==> config.mk <==
export PLATFORM = sky130hd
export DESIGN_NAME = instr_fetch_unit
export DESIGN_NICKNAME = d
export VERILOG_FILES = /design/src/rtl/ifu_pkg.sv /design/src/rtl/ifu_pc_next.sv /design/src/rtl/instr_fetch_unit.sv
export SDC_FILE = /design/constraint.sdc
export NUM_CORES = 1
export LEC_CHECK = 0
export CELL_PAD_IN_SITES_DETAIL_PLACEMENT = 0
export CELL_PAD_IN_SITES_GLOBAL_PLACEMENT = 1
export CORE_MARGIN = 4
export CORE_UTILIZATION = 27
export CTS_CLUSTER_SIZE = 14
export DETAILED_ROUTE_END_ITERATION = 6
export PLACE_DENSITY = 0.78
export SLEW_MARGIN = 20
export SYNTH_ARGS = -nofsm -noshare
export SYNTH_HDL_FRONTEND = slang
export SYNTH_SLANG_ARGS = --single-unit
==> constraint.sdc <==
create_clock -name clk -period 3.1 [get_ports clk]
set_input_delay 0.62 -clock clk [delete_from_list [all_inputs] [get_ports clk]]
set_output_delay 0.62 -clock clk [all_outputs]
set_load 0.01 [all_outputs]
==> src/rtl/ifu_pkg.sv <==
// ---------------------------------------------------------------------------
// ifu_pkg
// Shared types and constants for the instruction fetch unit: the fetch FSM
// state encoding, the NOP word held after reset, and the bit positions of the
// opcode / funct3 / funct7 fields inside an RV32 instruction word.
// No ports (package).
// ---------------------------------------------------------------------------
package ifu_pkg;

  localparam int XLEN = 32;

  typedef enum logic [2:0] {
    IDLE  = 3'd0,
    REQ   = 3'd1,
    WAIT  = 3'd2,
    HOLD  = 3'd3,
    FAULT = 3'd4
  } ifu_state_e;

  // addi x0, x0, 0
  localparam logic [XLEN-1:0] NOP_INSTR = 32'h0000_0013;

  localparam int OP_LSB = 0;
  localparam int F3_LSB = 12;
  localparam int F7_LSB = 25;

endpackage

==> src/rtl/ifu_pc_next.sv <==
// ---------------------------------------------------------------------------
// ifu_pc_next
// Combinational next-PC selection for the fetch unit, plus the alignment
// check on redirect targets.
// Ports:
//   pc_i          current PC
//   pcSrc_i       1 = take pcTarget_i, 0 = sequential
//   pcTarget_i    branch/jump target
//   pcPlus4_o     pc_i + 4, wrapping modulo 2^32
//   nextPc_o      selected next PC
//   misaligned_o  a redirect to a target that is not word aligned
// ---------------------------------------------------------------------------
module ifu_pc_next
  import ifu_pkg::*;
(
  input  logic [XLEN-1:0] pc_i,
  input  logic            pcSrc_i,
  input  logic [XLEN-1:0] pcTarget_i,
  output logic [XLEN-1:0] pcPlus4_o,
  output logic [XLEN-1:0] nextPc_o,
  output logic            misaligned_o
);

  assign pcPlus4_o    = pc_i + 32'd4;
  assign nextPc_o     = pcSrc_i ? pcTarget_i : pcPlus4_o;
  // Only a taken redirect can misalign; sequential PCs stay word aligned.
  assign misaligned_o = pcSrc_i && (pcTarget_i[1:0] != 2'b00);

endmodule

==> src/rtl/instr_fetch_unit.sv <==
// ---------------------------------------------------------------------------
// instr_fetch_unit
// Front end for the control unit: owns the PC, fetches 32-bit instructions
// over a req/gnt + rvalid handshake, holds the current instruction and splits
// it into op/f3/f7. On retire (instrAck) the next PC is pc+4 or pcTarget.
// A misaligned redirect target stops fetching until reset.
// Optional feature macro: IFU_PREFETCH_EN adds a one-entry prefetch buffer
// that fetches pc+4 while an instruction is held.
// Ports:
//   clk, reset            clock, synchronous active-high reset
//   imemReq/imemAddr      fetch request and address
//   imemGnt               request accepted
//   imemRValid/imemRData  read data return
//   instrValid            instr/op/f3/f7/pc valid
//   instr, op, f3, f7     held instruction and its fields
//   pc, pcPlus4           address of held instruction and pc+4
//   instrAck              held instruction retired this cycle
//   pcSrc, pcTarget       next-PC select and redirect target
//   fetchFault            sticky misaligned-target fault
// ---------------------------------------------------------------------------
module instr_fetch_unit
  import ifu_pkg::*;
#(
  parameter logic [XLEN-1:0] RESET_PC = 32'h0000_0000
) (
  input  logic            clk,
  input  logic            reset,
  output logic            imemReq,
  output logic [XLEN-1:0] imemAddr,
  input  logic            imemGnt,
  input  logic            imemRValid,
  input  logic [XLEN-1:0] imemRData,
  output logic            instrValid,
  output logic [XLEN-1:0] instr,
  output logic [6:0]      op,
  output logic [2:0]      f3,
  output logic [6:0]      f7,
  output logic [XLEN-1:0] pc,
  output logic [XLEN-1:0] pcPlus4,
  input  logic            instrAck,
  input  logic            pcSrc,
  input  logic [XLEN-1:0] pcTarget,
  output logic            fetchFault
);

  ifu_state_e      state_q, state_d;
  logic [XLEN-1:0] pc_q, pc_d;
  logic [XLEN-1:0] instr_q, instr_d;
  logic [XLEN-1:0] nextPc;
  logic            misaligned;

  ifu_pc_next u_pc_next (
    .pc_i         (pc_q),
    .pcSrc_i      (pcSrc),
    .pcTarget_i   (pcTarget),
    .pcPlus4_o    (pcPlus4),
    .nextPc_o     (nextPc),
    .misaligned_o (misaligned)
  );

`ifdef IFU_PREFETCH_EN
  // Prefetch buffer: pfPend = granted fetch of pc+4 awaiting rvalid,
  // pfValid = buffered word present, drop = a discarded prefetch is still
  // in flight and its rvalid must be swallowed before fetching the target.
  logic            pfPend_q, pfPend_d;
  logic            pfValid_q, pfValid_d;
  logic            drop_q, drop_d;
  logic [XLEN-1:0] pfData_q, pfData_d;
  logic            pfIssue, pfGnt;

  assign pfIssue = (state_q == HOLD) && !pfPend_q && !pfValid_q;
  assign pfGnt   = pfIssue && imemGnt;

  always_comb begin
    pfPend_d  = pfPend_q;
    pfValid_d = pfValid_q;
    pfData_d  = pfData_q;
    drop_d    = drop_q;
    if (drop_q && imemRValid) drop_d = 1'b0;
    if (state_q == HOLD) begin
      if (pfGnt) begin
        if (imemRValid) begin
          pfValid_d = 1'b1;
          pfData_d  = imemRData;
        end else begin
          pfPend_d = 1'b1;
        end
      end else if (pfPend_q && imemRValid) begin
        pfValid_d = 1'b1;
        pfData_d  = imemRData;
        pfPend_d  = 1'b0;
      end
      // A redirect throws the sequential prefetch away.
      if (instrAck && pcSrc) begin
        pfValid_d = 1'b0;
        pfPend_d  = 1'b0;
        drop_d    = (pfPend_q || pfGnt) && !imemRValid;
      end
    end
    if (state_q == WAIT) begin
      if (pfValid_q) pfValid_d = 1'b0;
      else if (pfPend_q && imemRValid) pfPend_d = 1'b0;
    end
  end

  always_ff @(posedge clk) begin
    if (reset) begin
      pfPend_q  <= 1'b0;
      pfValid_q <= 1'b0;
      drop_q    <= 1'b0;
      pfData_q  <= '0;
    end else begin
      pfPend_q  <= pfPend_d;
      pfValid_q <= pfValid_d;
      drop_q    <= drop_d;
      pfData_q  <= pfData_d;
    end
  end
`endif

  // State, PC and held instruction registers.
  always_ff @(posedge clk) begin
    if (reset) begin
      state_q <= IDLE;
      pc_q    <= RESET_PC;
      instr_q <= NOP_INSTR;
    end else begin
      state_q <= state_d;
      pc_q    <= pc_d;
      instr_q <= instr_d;
    end
  end

  // Next-state logic: pcSrc/pcTarget only matter in the retire cycle.
  always_comb begin
    state_d = state_q;
    pc_d    = pc_q;
    instr_d = instr_q;
    unique case (state_q)
      IDLE: state_d = REQ;
      REQ: begin
        if (imemReq && imemGnt) begin
          if (imemRValid) begin
            instr_d = imemRData;
            state_d = HOLD;
          end else begin
            state_d = WAIT;
          end
        end
      end
      WAIT: begin
`ifdef IFU_PREFETCH_EN
        if (pfValid_q) begin
          instr_d = pfData_q;
          state_d = HOLD;
        end else
`endif
        if (imemRValid) begin
          instr_d = imemRData;
          state_d = HOLD;
        end
      end
      HOLD: begin
        if (instrAck) begin
          pc_d = nextPc;
          if (misaligned) state_d = FAULT;
`ifdef IFU_PREFETCH_EN
          else if (!pcSrc && (pfValid_q || pfPend_q || pfGnt)) state_d = WAIT;
`endif
          else state_d = REQ;
        end
      end
      FAULT: state_d = FAULT;
      default: state_d = IDLE;
    endcase
  end

  // Output decode from the current state.
  always_comb begin
    imemReq  = 1'b0;
    imemAddr = pc_q;
    unique case (state_q)
`ifdef IFU_PREFETCH_EN
      REQ: imemReq = !drop_q;
      HOLD: begin
        imemReq  = pfIssue;
        imemAddr = pcPlus4;
      end
`else
      REQ: imemReq = 1'b1;
`endif
      default: imemReq = 1'b0;
    endcase
    instrValid = (state_q == HOLD);
    fetchFault = (state_q == FAULT);
  end

  assign instr = instr_q;
  assign pc    = pc_q;
  assign op    = instr_q[OP_LSB +: 7];
  assign f3    = instr_q[F3_LSB +: 3];
  assign f7    = instr_q[F7_LSB +: 7];

endmodule

After elaboration in Yosys (flattened, before gate mapping)
Cells that the tools add are included.

storage, ports and cells
  flip-flop bits (word level) = 67
  output and inout port bits = 148
  bits of input ports = 70
  word-level logic and storage cells = 30

cells by class
  add/sub/neg operators = 1
  eq/ne operators = 7
  mux-type cells = 11
  reductions and logical operators = 8

operator list
  kind                     number
  $mux W32                 3
  $pmux W32 S2             1
  $add A32 B3 Y32 const B  1
  $pmux W3 S5              1
  $mux W3                  4
  $eq A3 B2 Y1 const B     2
  $ne A2 B2 Y1 const B     2
  $reduce_and A2 Y1        2
  $reduce_bool A2 Y1       2
  $eq A3 B1 Y1 const B     1
  $eq A3 B3 Y1 const B     1
  $logic_not A3 Y1         1
  $reduce_and A3 Y1        1
  $logic_and A1 B1 Y1      2
  $mux W1                  2
  $ne A2 B1 Y1 const B     1

Depth between registers and ports, before layout
  word-level depth = 5
  gate-level depth with buffers = 8
  gate-level depth less buffers = 6

Modules after synthesis
Synthesis repeated with hierarchy kept, for this count alone.

unflattened totals
  cell total of the unflattened synthesis = 527
  area, all modules = 4160.2 µm²

by module, submodules not included
  module            seq. area each (µm²)  area each (µm²)  instances  cells each
  instr_fetch_unit  1341.3                3032.9           1          353
  ifu_pc_next       0.0                   1127.3           1          174

Worst setup path before layout
No wires, ideal clock.

  kind = register -> output
  start = reg pc_q[2], in the netlist imemAddr[2]
  end = out pcPlus4[24]
  path buffers = 1
  stages on the path, launching flop included = 7
  slack = 0.418 ns
  data required time = 2.480 ns
  arrival = 2.062 ns
  cell sequence = dfxtp_1 -> ha_1 -> nand3_1 -> or2_1 -> clkbuf_1 -> nor4_2 -> xor2_1

between the ends
  longest elaborated chain between the ends = 1

RTL lines
  item                      line                     RTL
  start: declaration        instr_fetch_unit.sv:47   logic [XLEN-1:0] pc_q, pc_d;
  start signal: assignment  instr_fetch_unit.sv:129  pc_q <= pc_d;
  $add A32 B3 Y32           ifu_pc_next.sv:24        assign pcPlus4_o = pc_i + 32'd4;
  end: declaration          instr_fetch_unit.sv:39   output logic [XLEN-1:0] pcPlus4,

Every way passes these cells.

Final worst setup path
  start = reg pc_q[16], in the netlist imemAddr[16]
  end = out pcPlus4[25]

Same word-level chain as after synthesis.

==> run_results.csv <==
group,metric,value,unit
synth,synth_edf_count,0,
grt,grt_pass1_vias,4552,
grt,antenna_found_initial,0,
synth,synth_compound_area_share,17.5,%
hold_path,hold_path.class,"register to register",
die,initial_utilization,27.8,%
drt,vias_per_cell,5.06,
clock_network,clk_latency,0.34,ns
setup_path,arrival,2.31,ns
timing,fin_setup_tns,0,ns
synth,ys_seq_area_share,32.8,%
setup_path,critPathCaptureType,"primary output",
power_and_ir_drop,powerDensity,351,nW/um^2
flow_run,timing.max_cap.violations,0,
synth,yosys.area.top_type,"dfxtp_1",
timing,fin_crit_sh,94.6,%
clock_network,htreeDepth,3,
synth,synth_top_area_share,32.8,%
timing,fin_ws,0.166,ns
synth,synthAdderAreaFrac,0.306,%
clock_network,postCtsHoldBufs,0,
clock_network,cts_tree,"done",
clock_network,clkTransAtPathRegs,0.06,ns
clock_network,cts_root_buffer,"clkbuf_16",
setup_path,startpoint_type,"register",
die,dieArea,17200,um^2
hold_path,min-delay-start,"instr[20]",
power_and_ir_drop,peakVddDrop,0.251,mV
synth,yosys_warnings,0,
drt,totalWireLength,14.9,mm
timing,rsz0062_at_grt,"false",
synth,dominantRegCellSynth,"dfxtp_1",
drt,postRouteAntennaNets,0,
synth,yosys-top-cells-area,"dfxtp_1 33%, nand2_1 9.9%, buf_4 9.7%",
placement,place_congestion,0.883,
grt,globalRouteOverflowTotal,0,
synth,async_reset_ff_share,0,%
placement,port_buffers,217,
placement,dp_hpwl,11.0,mm
timing,skew,0.00488,ns
timing,slew_headroom,57.4,%
synth,synth.area.mux_share,1.23,%
timing,maxSlewViolCount,0,
clock_network,clock_path_buffers,2,
grt,grt_start_max_net_pins,64,
die,core,14700,um^2
cells_and_area,area_delta_synth_final,62.3,%
die,io_pins,218,
cells_and_area,fillerInstances,1440,
die,dieHeight,131,um
synth,syn-cell-area,4080,um^2
synth,ys_seq_elements,67,
drt,drt_pre_antenna_iters,5,
grt,grt_usage,16.8,%
synth,yosys.cell_count.top_type,"nand2_1",
setup_path,worstSetupPathType,"register to primary output",
setup_path,cp.required,2.48,ns
synth,synth-simple-area-share,28.2,%
timing,finalHoldViolCount,0,
timing,setup_viol,0,
drt,wl_per_cell,16.5,um
cells_and_area,design_area,6630,um^2
grt,grt_pass1_wl,23.0,mm
synth,synthDistinctLibCells,53,
status,outcome,"completed",
cells_and_area,ff_latch_area,1350,um^2
placement,dp.cells,877,
setup_path,crit_fanout,6,
synth,avgSynthCellArea,7.58,um^2
synth,syn_inst,539,
cells_and_area,final_util,45.1,%
drt,drt_iter0_markers,267,
setup_path,reg2reg_slack,0.92,ns
synth,syn_nets,610,
power_and_ir_drop,p_leak,2.57,nW
clock_network,cts.sinks,67,
timing,fmax,341,MHz
cells_and_area,n_antenna_cell,0,
die,die_width,131,um
placement,dp_slack,0.128,ns
die,rows,44,
timing,fin_crit,2.93,ns
synth,synth-xor-area-share,6.00,%
cells_and_area,multi_input_area,2230,um^2
timing,tightestPinTransition,0.637,ns
cells_and_area,final_net_count,784,
cells_and_area,drive_gt1_share,11.2,%
drt,vias,4557,
clock_network,cts_inserted_buffers,9,
placement,place_area,6150,um^2
synth,synth_top_family_by_area,"simple AND/OR/NAND/NOR gates",
synth,synthTopCellsByCount,"108 x nand2_1, 67 x dfxtp_1, 53 x buf_4, 48 x a21oi_1, 35 x clkbuf_1",
cells_and_area,final_cells,901,
drt,drc_errors,0,
setup_path,reg2reg_from,"imemAddr[3]",
setup_path,startpoint,"imemAddr[16]",
where the power goes:
part / internal (W) / switching (W)
logic: 0.000206 / 0.000159
clock network: 0.000644 / 0.000398
registers: 0.000890 / 0.0000271
total: 0.00174 / 0.000584
metrics by stage:
stage                     hold WS [ns]  power (W)
after floorplan                  0.481    0.00109
after global placement           0.442    0.00130
after detailed placement         0.448    0.00130
after CTS                        0.455    0.00235
after global routing             0.473    0.00242
final                            0.453    0.00232
worst max-delay path: stages, from the launching register on:
cell             delay [ns]
dfxtp_1                0.43
and4_1                 0.32
nand2_1                0.17
nor3_2                 0.23
xor2_1                 0.24
clkdlybuf4s50_1        0.58
layout make-up:
type / instances / share of cell area, %
clock buffers: 10 / 3.61
multi-input cells: 375 / 33.6
flip-flops and latches: 67 / 20.4
repair buffers: 256 / 37.8
inverters: 4 / 0.227
well taps: 184 / 3.47
clock inverters: 5 / 0.944
registers in the layout, indices dropped and copies added, names as in the netlist:
name      count
imemAddr     32
instr        32
state_q       3
metal layers:
layer / track usage, % / vias up / wire (um)
met2: 27.3 / 203 / 7060
li1: - / 2189 / -
met3: 5.89 / 30 / 1330
met1: 20.3 / 2135 / 6120
met4: 6.78 / 0 / 383
met5: 0 / - / 0
logic make-up after synthesis:
group,Yosys count
compound gates,114
xor+xnor,28
fa+ha+maj,1
buf+inv,97
flops,67
mux,5
simple gates,227
layout by cell type, fill, tap and decap left out, types with 4 or more instances in the layout:
master,count
nor2_1,25
a31oi_1,10
mux2i_1,5
nor4_1,4
nand3b_1,5
nand4_1,11
and3_1,6
nor2b_1,4
nor3_1,6
dlygate4sd2_1,4
xnor2_1,19
xor2_1,9
o41ai_1,7
o31ai_1,6
a22oi_1,4
clkdlybuf4s50_1,201
nand2_1,108
a21oi_1,48
dlymetal6s2s_1,10
dfxtp_1,59
clkbuf_16,9
o21ai_0,15
dfxtp_2,8
buf_4,36
nand2b_1,4
a32o_1,5
nand3_1,26
inv_1,4
path summary, 6_finish.rpt:
kind / end / cells past startpoint
setup / recovery: pcPlus4[25] / 5
hold / removal: instr[20] / 2
setup reg to reg: imemAddr[18] / 9
hold reg to reg: instr[20] / 2
repair_timing:
item	4_1_cts	5_1_grt
gates resized for setup	18	16
endpoints found under the setup margin	15	13
setup buffers	3	5
pin swaps	4	4
(Power assumes the default switching activity.)
==> variant (config.mk and constraints unchanged) <==
Register the output `fetchFault`; this adds one clock of latency there. The other outputs are not delayed to match.
--- a/src/rtl/instr_fetch_unit.sv
+++ b/src/rtl/instr_fetch_unit.sv
@@ -43,6 +43,8 @@
   output logic            fetchFault
 );
 
+  logic fetchFault_d;
+
   ifu_state_e      state_q, state_d;
   logic [XLEN-1:0] pc_q, pc_d;
   logic [XLEN-1:0] instr_q, instr_d;
@@ -192,7 +194,7 @@
       default: imemReq = 1'b0;
     endcase
     instrValid = (state_q == HOLD);
-    fetchFault = (state_q == FAULT);
+    fetchFault_d = (state_q == FAULT);
   end
 
   assign instr = instr_q;
@@ -201,5 +203,9 @@
   assign f3    = instr_q[F3_LSB +: 3];
   assign f7    = instr_q[F7_LSB +: 7];
 
+  always_ff @(posedge clk) begin
+    fetchFault <= fetchFault_d;
+  end
+
 endmodule
 
Function: changed (a bounded check fails within 4 cycles, from zero or initial values and one cycle with reset high).
==> variant against the original RTL <==
Final area up 0.30%. Sequential power up 1%. Worst setup slack worse by 0.084 ns. Clock skew up 0.00086 ns. Total power up 3.2%. Critical endpoint is now pcPlus4[29]. Wire length up 0.44%. Utilization up 0.14 points. Hold slack worse by 0.0012 ns. Via count down 0.15%. Sequential cell count up 1. Die area up 0.46%. Area after synthesis up 0.49%.
==> variant: results (changes against the original RTL) <==
set qor(outcome) {finished, final reports clean}
set qor(critical-path-top-delay-family) {buffers and inverters}
set qor(critPathArrivalTime_ns) 2.40 ;# +0.09 ns
set qor(nonClkBufAreaFrac) 0.374 ;# -0.00340
set qor(power.share.switching) 0.247 ;# -0.00463
set qor(overall_track_demand_over_capacity_in_global_routing) 0.166 ;# -0.00243
set qor(slew_headroom) 0.473 ;# -0.101
set qor(critPathMaxFanout) 9 ;# +3
set qor(seq_power_mw) 0.930 ;# +1%
set qor(yosys-top-cells-count) {nand2_1, dfxtp_1, buf_4}
set qor(replace_congestion) 0.826 ;# -6.4%
set qor(power.clock.total_mw) 1.11 ;# +7%
set qor(proportion_of_cell_area_occupied_by_multi_input_gates) 0.334 ;# -0.00139
set qor(seq_area_share) 0.207 ;# +0.00277
set qor(detailroute.via_count) 4550 ;# -0.15%
set qor(hold_path.startpoint) {instr[8]$_SDFFE_PP0P_}
set qor(nets) 787 ;# +0.38%
set qor(worst_vdd_rail_ir_drop_mv) 0.216 ;# -14%
set qor(number_of_nets_in_the_synthesized_netlist) 611 ;# +0.16%
set qor(endpoint_of_the_most_critical_setup_path) {pcPlus4[29]}
set qor(global_route.usage.met3) 0.0512 ;# -0.00772
set qor(fillCellCount) 1472 ;# +2.2%
set qor(finalClockSkew_ns) 0.00574 ;# +0.000856 ns
set qor(worst_r2r_endpoint) {imemAddr[27]$_SDFFE_PP0P_}
set qor(met2_wire_len_um) 7370 ;# +4.4%
set qor(regToRegSetupSlack_ns) 0.75 ;# -0.17 ns
set qor(first_iter_violations) 299 ;# +12%
set qor(hold_ws_ns) 0.452 ;# -0.00118 ns
-- variant: changes by cell type after synthesis, sizes merged --
cell,delta
dfxtp,+1
-- variant: repair_timing --
action                                  4_1_cts  5_1_grt
endpoints found under the hold margin         0        0
resized for setup                            13       18
buffers inserted                              0        8
pin swaps                                     3        9
endpoints found under the setup margin       14       13
-- variant: per-stage QoR --
step	TNS, ns	utilization	instance area (um^2)	instances
floorplan	0	-	4100	540
global placement	0	0.421	6190	881
detailed placement	0	0.421	6190	881
CTS	0	0.445	6540	897
global route	-0.0341	0.452	6650	905
finish	0	0.452	6650	905
-- variant: kinds of logic (layout without fill, tap and decap cells) --
group	count (synthesis)	in the layout	synth area share
simple gates	227	227	0.281
compound gates	114	114	0.174
buf+inv	97	278	0.138
flops	68	68	0.332
xor+xnor	28	28	0.0598
mux	5	5	0.0122
fa+ha+maj	1	1	0.00305
